--- config.mk ---
export PLATFORM = sky130hd
export DESIGN_NAME = m_sync_filt_arst
export DESIGN_NICKNAME = d
export VERILOG_FILES = /design/src/rtl/m_sync_filt_arst.sv
export SDC_FILE = /design/constraint.sdc
export NUM_CORES = 1
export LEC_CHECK = 0
export ABC_AREA = 1
export BUFFER_PORTS_ARGS = -buffer_cell sky130_fd_sc_hd__clkbuf_2
export CORE_MARGIN = 2
export CORE_UTILIZATION = 49
export CTS_CLUSTER_DIAMETER = 200
export CTS_CLUSTER_SIZE = 20
export DETAILED_ROUTE_END_ITERATION = 8
export PLACE_DENSITY = 0.69
export SETUP_SLACK_MARGIN = 0.3
export SKIP_CTS_REPAIR_TIMING = 1
export SYNTH_ARGS = -nofsm -noshare
export SYNTH_HDL_FRONTEND = slang
export SYNTH_HIERARCHICAL = 1
export SYNTH_SLANG_ARGS = --single-unit
export TNS_END_PERCENT = 10
--- constraint.sdc ---
create_clock -name CK -period 2.1 [get_ports CK]
set_input_delay 0.42 -clock CK [delete_from_list [all_inputs] [get_ports CK]]
set_output_delay 0.42 -clock CK [all_outputs]
set_load 0.05 [all_outputs]
--- src/rtl/m_sync_filt_arst.sv ---
// Multi-channel input synchronizer with a per-channel run-length glitch filter
// and registered rise/fall pulses. Each async input passes through a STAGES-deep
// sync chain. A change is accepted only once it has persisted for more than
// filt_len consecutive cycles.

// Single async-reset flop that forms the metastability-catching first stage.
module m_ffsync_arst (
    input  logic CK,
    input  logic RN,
    input  logic D,
    output logic Q
);
    // Capture the raw asynchronous input; clears to 0 on reset.
    always_ff @(posedge CK or negedge RN) begin
        if (!RN) Q <= 1'b0;
        else     Q <= D;
    end
endmodule

module m_sync_filt_arst #(
    parameter int               WIDTH   = 4,
    parameter int               STAGES  = 2,
    parameter int               CNT_W   = 4,
    parameter logic [WIDTH-1:0] RST_VAL = {WIDTH{1'b0}}
) (
    input  logic             CK,
    input  logic             RN,
    input  logic [WIDTH-1:0] D,
    input  logic [CNT_W-1:0] filt_len,
    output logic [WIDTH-1:0] q,
    output logic [WIDTH-1:0] rise,
    output logic [WIDTH-1:0] fall,
    output logic [WIDTH-1:0] busy
);
    if (STAGES < 2 || STAGES > 4) begin : g_bad_stages
        $error("m_sync_filt_arst: STAGES must be in 2..4");
    end

    logic [WIDTH-1:0] s;

    for (genvar ch = 0; ch < WIDTH; ch++) begin : g_ch
        logic              first_s;
        logic [STAGES-2:0] tail;
        logic [CNT_W-1:0]  cnt;
        logic              q_r;
        logic              rise_r;
        logic              fall_r;

        // The first stage only resets to 0. Channels that must reset high
        // run it on inverted data, so the inverted output resets to 1.
        if (RST_VAL[ch]) begin : g_inv
            logic first_n;
            m_ffsync_arst u_ff (.CK(CK), .RN(RN), .D(~D[ch]), .Q(first_n));
            assign first_s = ~first_n;
        end else begin : g_dir
            m_ffsync_arst u_ff (.CK(CK), .RN(RN), .D(D[ch]), .Q(first_s));
        end

        // Remaining synchronizer stages, reset to the channel's rest level.
        always_ff @(posedge CK or negedge RN) begin
            if (!RN) begin
                tail <= {(STAGES-1){RST_VAL[ch]}};
            end else begin
                tail[0] <= first_s;
                for (int k = 1; k < STAGES - 1; k++) tail[k] <= tail[k-1];
            end
        end

        assign s[ch] = tail[STAGES-2];

        // Run-length filter. A break in the run clears the count. Using
        // ">=" lets a lowered filt_len commit on the next edge, and it keeps
        // cnt from running past filt_len.
        always_ff @(posedge CK or negedge RN) begin
            if (!RN) begin
                q_r    <= RST_VAL[ch];
                cnt    <= '0;
                rise_r <= 1'b0;
                fall_r <= 1'b0;
            end else begin
                rise_r <= 1'b0;
                fall_r <= 1'b0;
                if (s[ch] == q_r) begin
                    cnt <= '0;
                end else if (cnt >= filt_len) begin
                    q_r    <= s[ch];
                    cnt    <= '0;
                    rise_r <= s[ch];
                    fall_r <= ~s[ch];
                end else begin
                    cnt <= cnt + 1'b1;
                end
            end
        end

        assign q[ch]    = q_r;
        assign rise[ch] = rise_r;
        assign fall[ch] = fall_r;
        assign busy[ch] = (cnt != '0);
    end
endmodule
Word-level counts from Yosys, hierarchy flattened
Index checks and enable logic that the tools add are counted.
{"block": "op_classes", "add_sub_neg": 4, "n_lt_le_gt_ge": 4, "n_eq_ne": 4, "mux": 24, "bitwise": 8, "reduce_logical": 8}
{"op": "4-bit 2-to-1 mux", "count": 8}
{"op": "4-bit by 1-bit adder with 4-bit output, second input constant", "count": 4}
{"op": "4-bit greater-or-equal comparator", "count": 4}
{"op": "1-bit 2-to-1 mux", "count": 16}
{"op": "4-bit nonzero test", "count": 4}
{"op": "1-bit inverter", "count": 8}
{"op": "2-bit AND reduction", "count": 4}
{"op": "1-bit equality test", "count": 4}
{"block": "word_totals", "regBits": 36, "input_bits": 10, "output_inout_bits": 16, "word_cells": 76}

Longest topological paths before layout
Gate-level depths: netlist of run 1.
{"block": "logic_depth", "ltp_word": 3, "mapped_depth": 9, "depth_no_buf": 9}

Hierarchy
The synthesis of run 1 kept the hierarchy.
{"mod": "m_sync_filt_arst", "instances": 1, "cells_per_inst": 227, "area_each_um2": 1910.6, "seq_area_each_um2": 800.8}
{"mod": "m_ffsync_arst", "instances": 4, "cells_per_inst": 1, "area_each_um2": 25.0, "seq_area_each_um2": 25.0}

Worst setup path before layout of run 1
Ideal clock, no wire load.
{"block": "synth_timing", "path_type": "register to output", "from": "register g_ch[0].cnt[0]", "to": "output busy[0]", "arrival_ns": 0.946, "required_ns": 1.680, "setup_slack_ns": 0.734, "stages_incl_launch_ff": 4, "path_buffers": 0, "path_cell_list": "dfrtp_1 inv_1 ha_1 nand2_1"}
{"block": "synth_via", "elab_chain_cells": 1}
{"item": "start, declared", "line": "44", "source": "logic [CNT_W-1:0] cnt;"}
{"item": "start signal, assigned", "line": "91", "source": "cnt <= cnt + 1'b1;"}
{"item": "4-bit nonzero test", "line": "99", "source": "assign busy[ch] = (cnt != '0);"}
{"item": "end, declared", "line": "33", "source": "output logic [WIDTH-1:0] busy"}
Every way passes these cells.

Worst setup path after layout of run 1
Same ends and word-level chain as after synthesis.

==> results of run 1 <==
-- metal layers --
| metal | up-vias | wire [um] | track usage (%) |
|---|---|---|---|
| li1 | 723 | - | - |
| met1 | 618 | 1430 | 21.0 |
| met2 | 21 | 1400 | 24.2 |
| met3 | 5 | 111 | 5.43 |
| met4 | 0 | 34 | 6.75 |
| met5 | - | 0 | 0 |
-- stage by stage --
step                      power (mW)  instances
after floorplan                 1.86        231
after global placement          2.00        295
after detailed placement        2.03        295
after CTS                       2.58        302
after global routing            2.76        302
final                           2.54        302
-- worst reg2reg max path: stages (launching register included) --
cell and delay [ps]:
dfrtp_1 420, ha_1 320, a21oi_2 220, nand3_1 150
nand2_1 80, nand2_1 50
-- cells by family after synthesis --
kind of cell               count (synthesis)
DFF                                       36
buffers and inverters                     67
adders and majority gates                 24
xor gates and xnor gates                   8
and+or+nand+nor                           92
AOI/OAI and AO/OA                          4
-- power by group through the flow --
stage | sequential [mW] | combinational (mW) | clock (mW)
after global routing | 0.963 | 1.21 | 0.582
after global placement | 0.950 | 1.05 | 0
after detailed placement | 0.955 | 1.08 | 0
final | 0.942 | 1.07 | 0.524
after floorplan | 0.920 | 0.939 | 0
after CTS | 0.942 | 1.08 | 0.554
-- state kept, by name, indices dropped and copies added (netlist names) --
signal,count
g_ch.cnt,16
g_ch.fall_r,4
g_ch.g_dir.u_ff/Q,4
g_ch.q_r,4
g_ch.rise_r,4
g_ch.tail,4
-- final timing paths --
| kind | cells after the start | start | end |
|---|---|---|---|
| worst max-delay path | 4 | g_ch[0].cnt[0] | busy[0] |
| worst min register to register | 0 | g_ch[1].g_dir.u_ff/Q | g_ch[1].tail |
| worst min-delay path | 1 | RN | g_ch[0].rise_r |
| min in group CK | 1 | D[1] | g_ch[1].g_dir.u_ff/Q |
| worst max register to register | 5 | g_ch[3].cnt[3] | g_ch[3].q_r |
| max in group asynchronous | 2 | RN | g_ch[1].cnt[0] |
-- synthesized netlist by cell type, drive strengths merged --
cell type and instances:
nand2 56, inv 55, dfrtp 36, ha 24, nor2 20, buf 12, nand3 8, nand4 8
a21oi 4, xnor2 4, xor2 4
-- layout make-up --
type / count / area share, %
multi-input combinational: 128 / 36.5
timing repair buffer: 26 / 6.63
tap: 50 / 2.81
clock buffer: 7 / 4.33
sequential: 36 / 40.4
inverter: 55 / 9.27
==> results.yml, run 1 <==
finish:
  multiInputGateArea_um2: 813
  antennaDiodeCount: 0
  fin_area_mm2: 0.00223
  fin_nets: 286
  area_growth_pct: 10.8
  drive_above_1_share_pct: 17.1
  regArea_um2: 901
  fillers: 391
  final_util_pct: 56.1
  layout_common_cells: "55 x inv_1, 55 x nand2_1, 36 x dfrtp_1, 24 x ha_1, 23 x clkbuf_2"
timing:
  min_period_ps: 1720
  period_share_pct: 81.7
  hold_violations: 0
  fmax_mhz: 583
  maxSlewViolCount: 0
  setup_viol: 0
  timing.hold.ws_ps: 85.7
  tns_ps: 0
  layout_setup_ws_ps: 384
  skew_ps: 1.23
  tightest_slew_ps: 499
  rsz0062_at_grt: "yes"
  relSlewSlack_pct: 66.7
logic_synthesis:
  synth_nets: 265
  yosysSeqAreaShare_pct: 44.8
  synth_simple_gate_area_share_pct: 20.3
  ys_ff_latch: 36
  synth_xor_area_share_pct: 3.48
  yosysWarnings: 6
  yosysUniqueCellTypes: 14
  synthMuxAreaShare_pct: 0
  synth_compound_area_share_pct: 1.74
  synthCells: 231
  synth_largest_area_cell: "dfrtp_1"
  synth.avg_cell_area_um2: 8.70
  yosysTopAreaCellShare_pct: 44.8
  synth_adder_area_share_pct: 14.9
  synth_area_mm2: 0.00201
  synth_top_family_by_area: "simple AND/OR/NAND/NOR gates"
  synth_area_leaders: "dfrtp_1 45%, ha_1 15%, inv_1 10%"
global_routing:
  grtUsageTotal_pct: 16.0
  antenna_found_initial: 0
  grt_pass1_wl_um: 5360
  grt_max_degree: 20
  grt_pass1_vias: 1254
  grt-ovfl-total: 0
floorplan:
  die_y_um: 68.1
  die_width_um: 68.1
  initial_core_util_pct: 50.6
  design.core.area_mm2: 0.00397
  rows: 23
  io_pins: 26
  fp.dieArea_mm2: 0.00463
clock_network:
  clockBufferDepth: 2
  cts_root_buf: "clkbuf_8"
  clk_latency_ps: 280
  cts_buffers: 5
  clk_pin_slew_ps: 70
  cts_tree: "done"
  clock_sinks: 36
  cts_max_level: 2
critical_path:
  crit_chain: "inv_1, ha_1, nand2_1, buf_2"
  slowest_delay_ps: 400
  crit_type: "flip-flop to output port"
  cp.required_ps: 1680
  cp_top_family: "flip-flops"
  end_kind: "output port"
  worstSetupStartpointType: "flip-flop"
  arrival_ps: 1300
  cp_num_buf_inv: 2
  crit_slowest_cell: "dfrtp_1"
  rrSetupSlack_ps: 750
  crit_path_max_fanout: 4
power_and_ir_drop:
  ir_worst_vdd_uv: 616
  clkPwrFrac_pct: 20.6
  p_switching_mw: 1.11
  p_leak_nw: 1.39
  powerDensity_mw_per_mm2: 1140
  p_comb_share_pct: 42.2
  p_int_mw: 1.42
  seq_power_share_pct: 37.1
  p_sw_share_pct: 43.9
detailed_routing:
  num_vias: 1367
  avgViaCountPerCell: 4.53
  routed_wl_um: 2980
  ant_nets: 0
  drt-initial-drc-count: 29
  drcViolationCount: 0
  first_pass_iters: 4
  avgRoutedWirePerCell_um: 9.85
placement:
  placed_area_mm2: 0.00213
  place_congestion: 0.775
  place_ws_ps: 561
  numPortBuffers: 25
  hpwl_um: 2400
run:
  maxCapViolCount: 0
run_status:
  status: "finished clean"
min_path:
  hold_path.class: "input pin to asynchronous set/reset pin"
No activity file was read; power rests on OpenSTA's default activity.
==> inputs of run 2 (changes only) <==
- PLACE_DENSITY: 0.69 -> 0.72
- clock period: 2.1 -> 1.4 ns (I/O delays scaled with it)
==> run 2 against run 1 <==
Against the previous run:
- the run now ends with negative setup slack left
- first-iteration DRC count rose by 59%
- worst hold slack improved by 16 ps
- final cell count is 3.0% higher
- largest power group unchanged
- register-to-register slack lost 670 ps
- sequential cell count did not move
- clock power is 42% higher
- critical endpoint is now busy[1]
- setup slack worse by 430 ps
- cell area is 16% higher
==> results.yml, run 2 (synthesis gave the netlist of run 1 again) <==
run_status:
  status: "complete, but fails checks"
  violations: "negative setup slack"
global_routing:
  grt_pass1_vias: 1327
  grt_max_degree: 20
  antenna_found_initial: 0
  grt-ovfl-total: 0
  grt_pass1_wl_um: 5650
  grtUsageTotal_pct: 16.4
detailed_routing:
  num_vias: 1421
  avgViaCountPerCell: 4.57
  drt-initial-drc-count: 46
  ant_nets: 0
  first_pass_iters: 4
  avgRoutedWirePerCell_um: 10.6
  routed_wl_um: 3310
  drcViolationCount: 0
floorplan:
  fp.dieArea_mm2: 0.00463
  die_y_um: 68.1
  rows: 23
  io_pins: 26
  design.core.area_mm2: 0.00397
  initial_core_util_pct: 50.6
  die_width_um: 68.1
power_and_ir_drop:
  p_leak_nw: 1.48
  p_switching_mw: 1.87
  p_comb_share_pct: 50.7
  seq_power_share_pct: 32.5
  p_int_mw: 2.55
  powerDensity_mw_per_mm2: 1710
  ir_worst_vdd_uv: 975
  clkPwrFrac_pct: 16.8
  p_sw_share_pct: 42.4
critical_path:
  rr_worst_depth: 7
  arrival_ps: 1170
  rrSetupSlack_ps: 80
  crit_type: "flip-flop to output port"
  end_kind: "output port"
  cp.required_ps: 1120
  crit_path_max_fanout: 4
  worstSetupStartpointType: "flip-flop"
finish:
  instances_no_fill: 311
  antennaDiodeCount: 0
  area_growth_pct: 28.6
  layout_commonest_cell: "nand2_1"
  layout_common_cells: "44 x nand2_1, 43 x inv_1, 35 x dfrtp_1, 17 x nor2_1, 16 x ha_1"
  drive_above_1_share_pct: 33.3
  fin_nets: 294
  largest_reg_flops: 16
  regMostFlops: "g_ch.cnt"
clock_network:
  cts_buffers: 5
  cts_max_level: 2
  clockBufferDepth: 2
  cts_tree: "done"
  clk_pin_slew_ps: 70
  cts_root_buf: "clkbuf_8"
  clock_sinks: 36
  clk_latency_ps: 280
timing:
  relSlewSlack_pct: 68.2
  layout_setup_ws_ps: -46.0
  timing.hold.ws_ps: 102
  maxSlewViolCount: 0
  min_period_ps: 1450
  setup_viol: 3
  rsz0062_at_grt: "yes"
  hold_violations: 0
  fmax_mhz: 692
  skew_ps: 3.14
  period_share_pct: 103
  tightest_slew_ps: 477
placement:
  place_congestion: 0.742
  numPortBuffers: 25
  hpwl_um: 2450
  dpl.cell_count: 295
min_path:
  hold_path.class: "input pin to flip-flop"
  min_path_cells: 1
run:
  maxCapViolCount: 0
-- run 2: path summary, 6_finish.rpt --
kind                                      start              endpoint
max reg2reg                      g_ch[0].cnt[0]        g_ch[0].cnt[3]
max                              g_ch[1].cnt[0]               busy[1]
min reg2reg                g_ch[0].g_dir.u_ff/Q          g_ch[0].tail
max in group asynchronous                    RN        g_ch[0].cnt[2]
min in group asynchronous                    RN  g_ch[3].g_dir.u_ff/Q
min                                        D[3]  g_ch[3].g_dir.u_ff/Q
-- run 2: per-layer routing --
metal | GRT usage, % | share of wire [%] | up-vias | wire length, um
met5 | 0 | 0 | - | 0
met4 | 6.75 | 1.9 | 0 | 62
met3 | 3.45 | 2.8 | 8 | 94
met2 | 26.5 | 49 | 19 | 1620
met1 | 21.4 | 46 | 657 | 1530
li1 | - | - | 737 | -
-- run 2: cell type report --
class                      count  area, um2
clock buffer                   8       90.1
fill                         333       1390
inverter                      55        210
multi-input combinational    128        998
sequential                    36        902
tap                           50       62.6
timing repair buffer          34        323
-- run 2: worst max-delay path, cell delays in order, from the launching register on --
cell	delay (ps)
dfrtp_1	420
inv_2	80
ha_2	190
nand2_4	50
buf_8	150
-- run 2: power by group through the flow --
stage	Combinational [mW]	Clock (mW)	Sequential, mW
floorplan	1.52	0	1.38
global placement	1.69	0	1.43
detailed placement	1.73	0	1.43
CTS	1.74	0.761	1.41
global route	2.48	0.800	1.47
finish	2.24	0.743	1.44
-- run 2: per-stage QoR --
| step | power, mW | setup WS, ps | cell area [um2] | util (%) | setup TNS (ps) |
|---|---|---|---|---|---|
| 4_1_cts | 3.91 | -223 | 2320 | 58.5 | -751 |
| 3_3_place_gp | 3.12 | -33.4 | 2230 | 56.3 | -253 |
| 6_report | 4.42 | -46.0 | 2590 | 65.1 | -59.4 |
| 5_1_grt | 4.75 | -94.4 | 2590 | 65.1 | -427 |
| 2_1_floorplan | 2.90 | 206 | 2120 | - | 0 |
| 3_5_place_dp | 3.16 | -50.5 | 2230 | 56.3 | -754 |
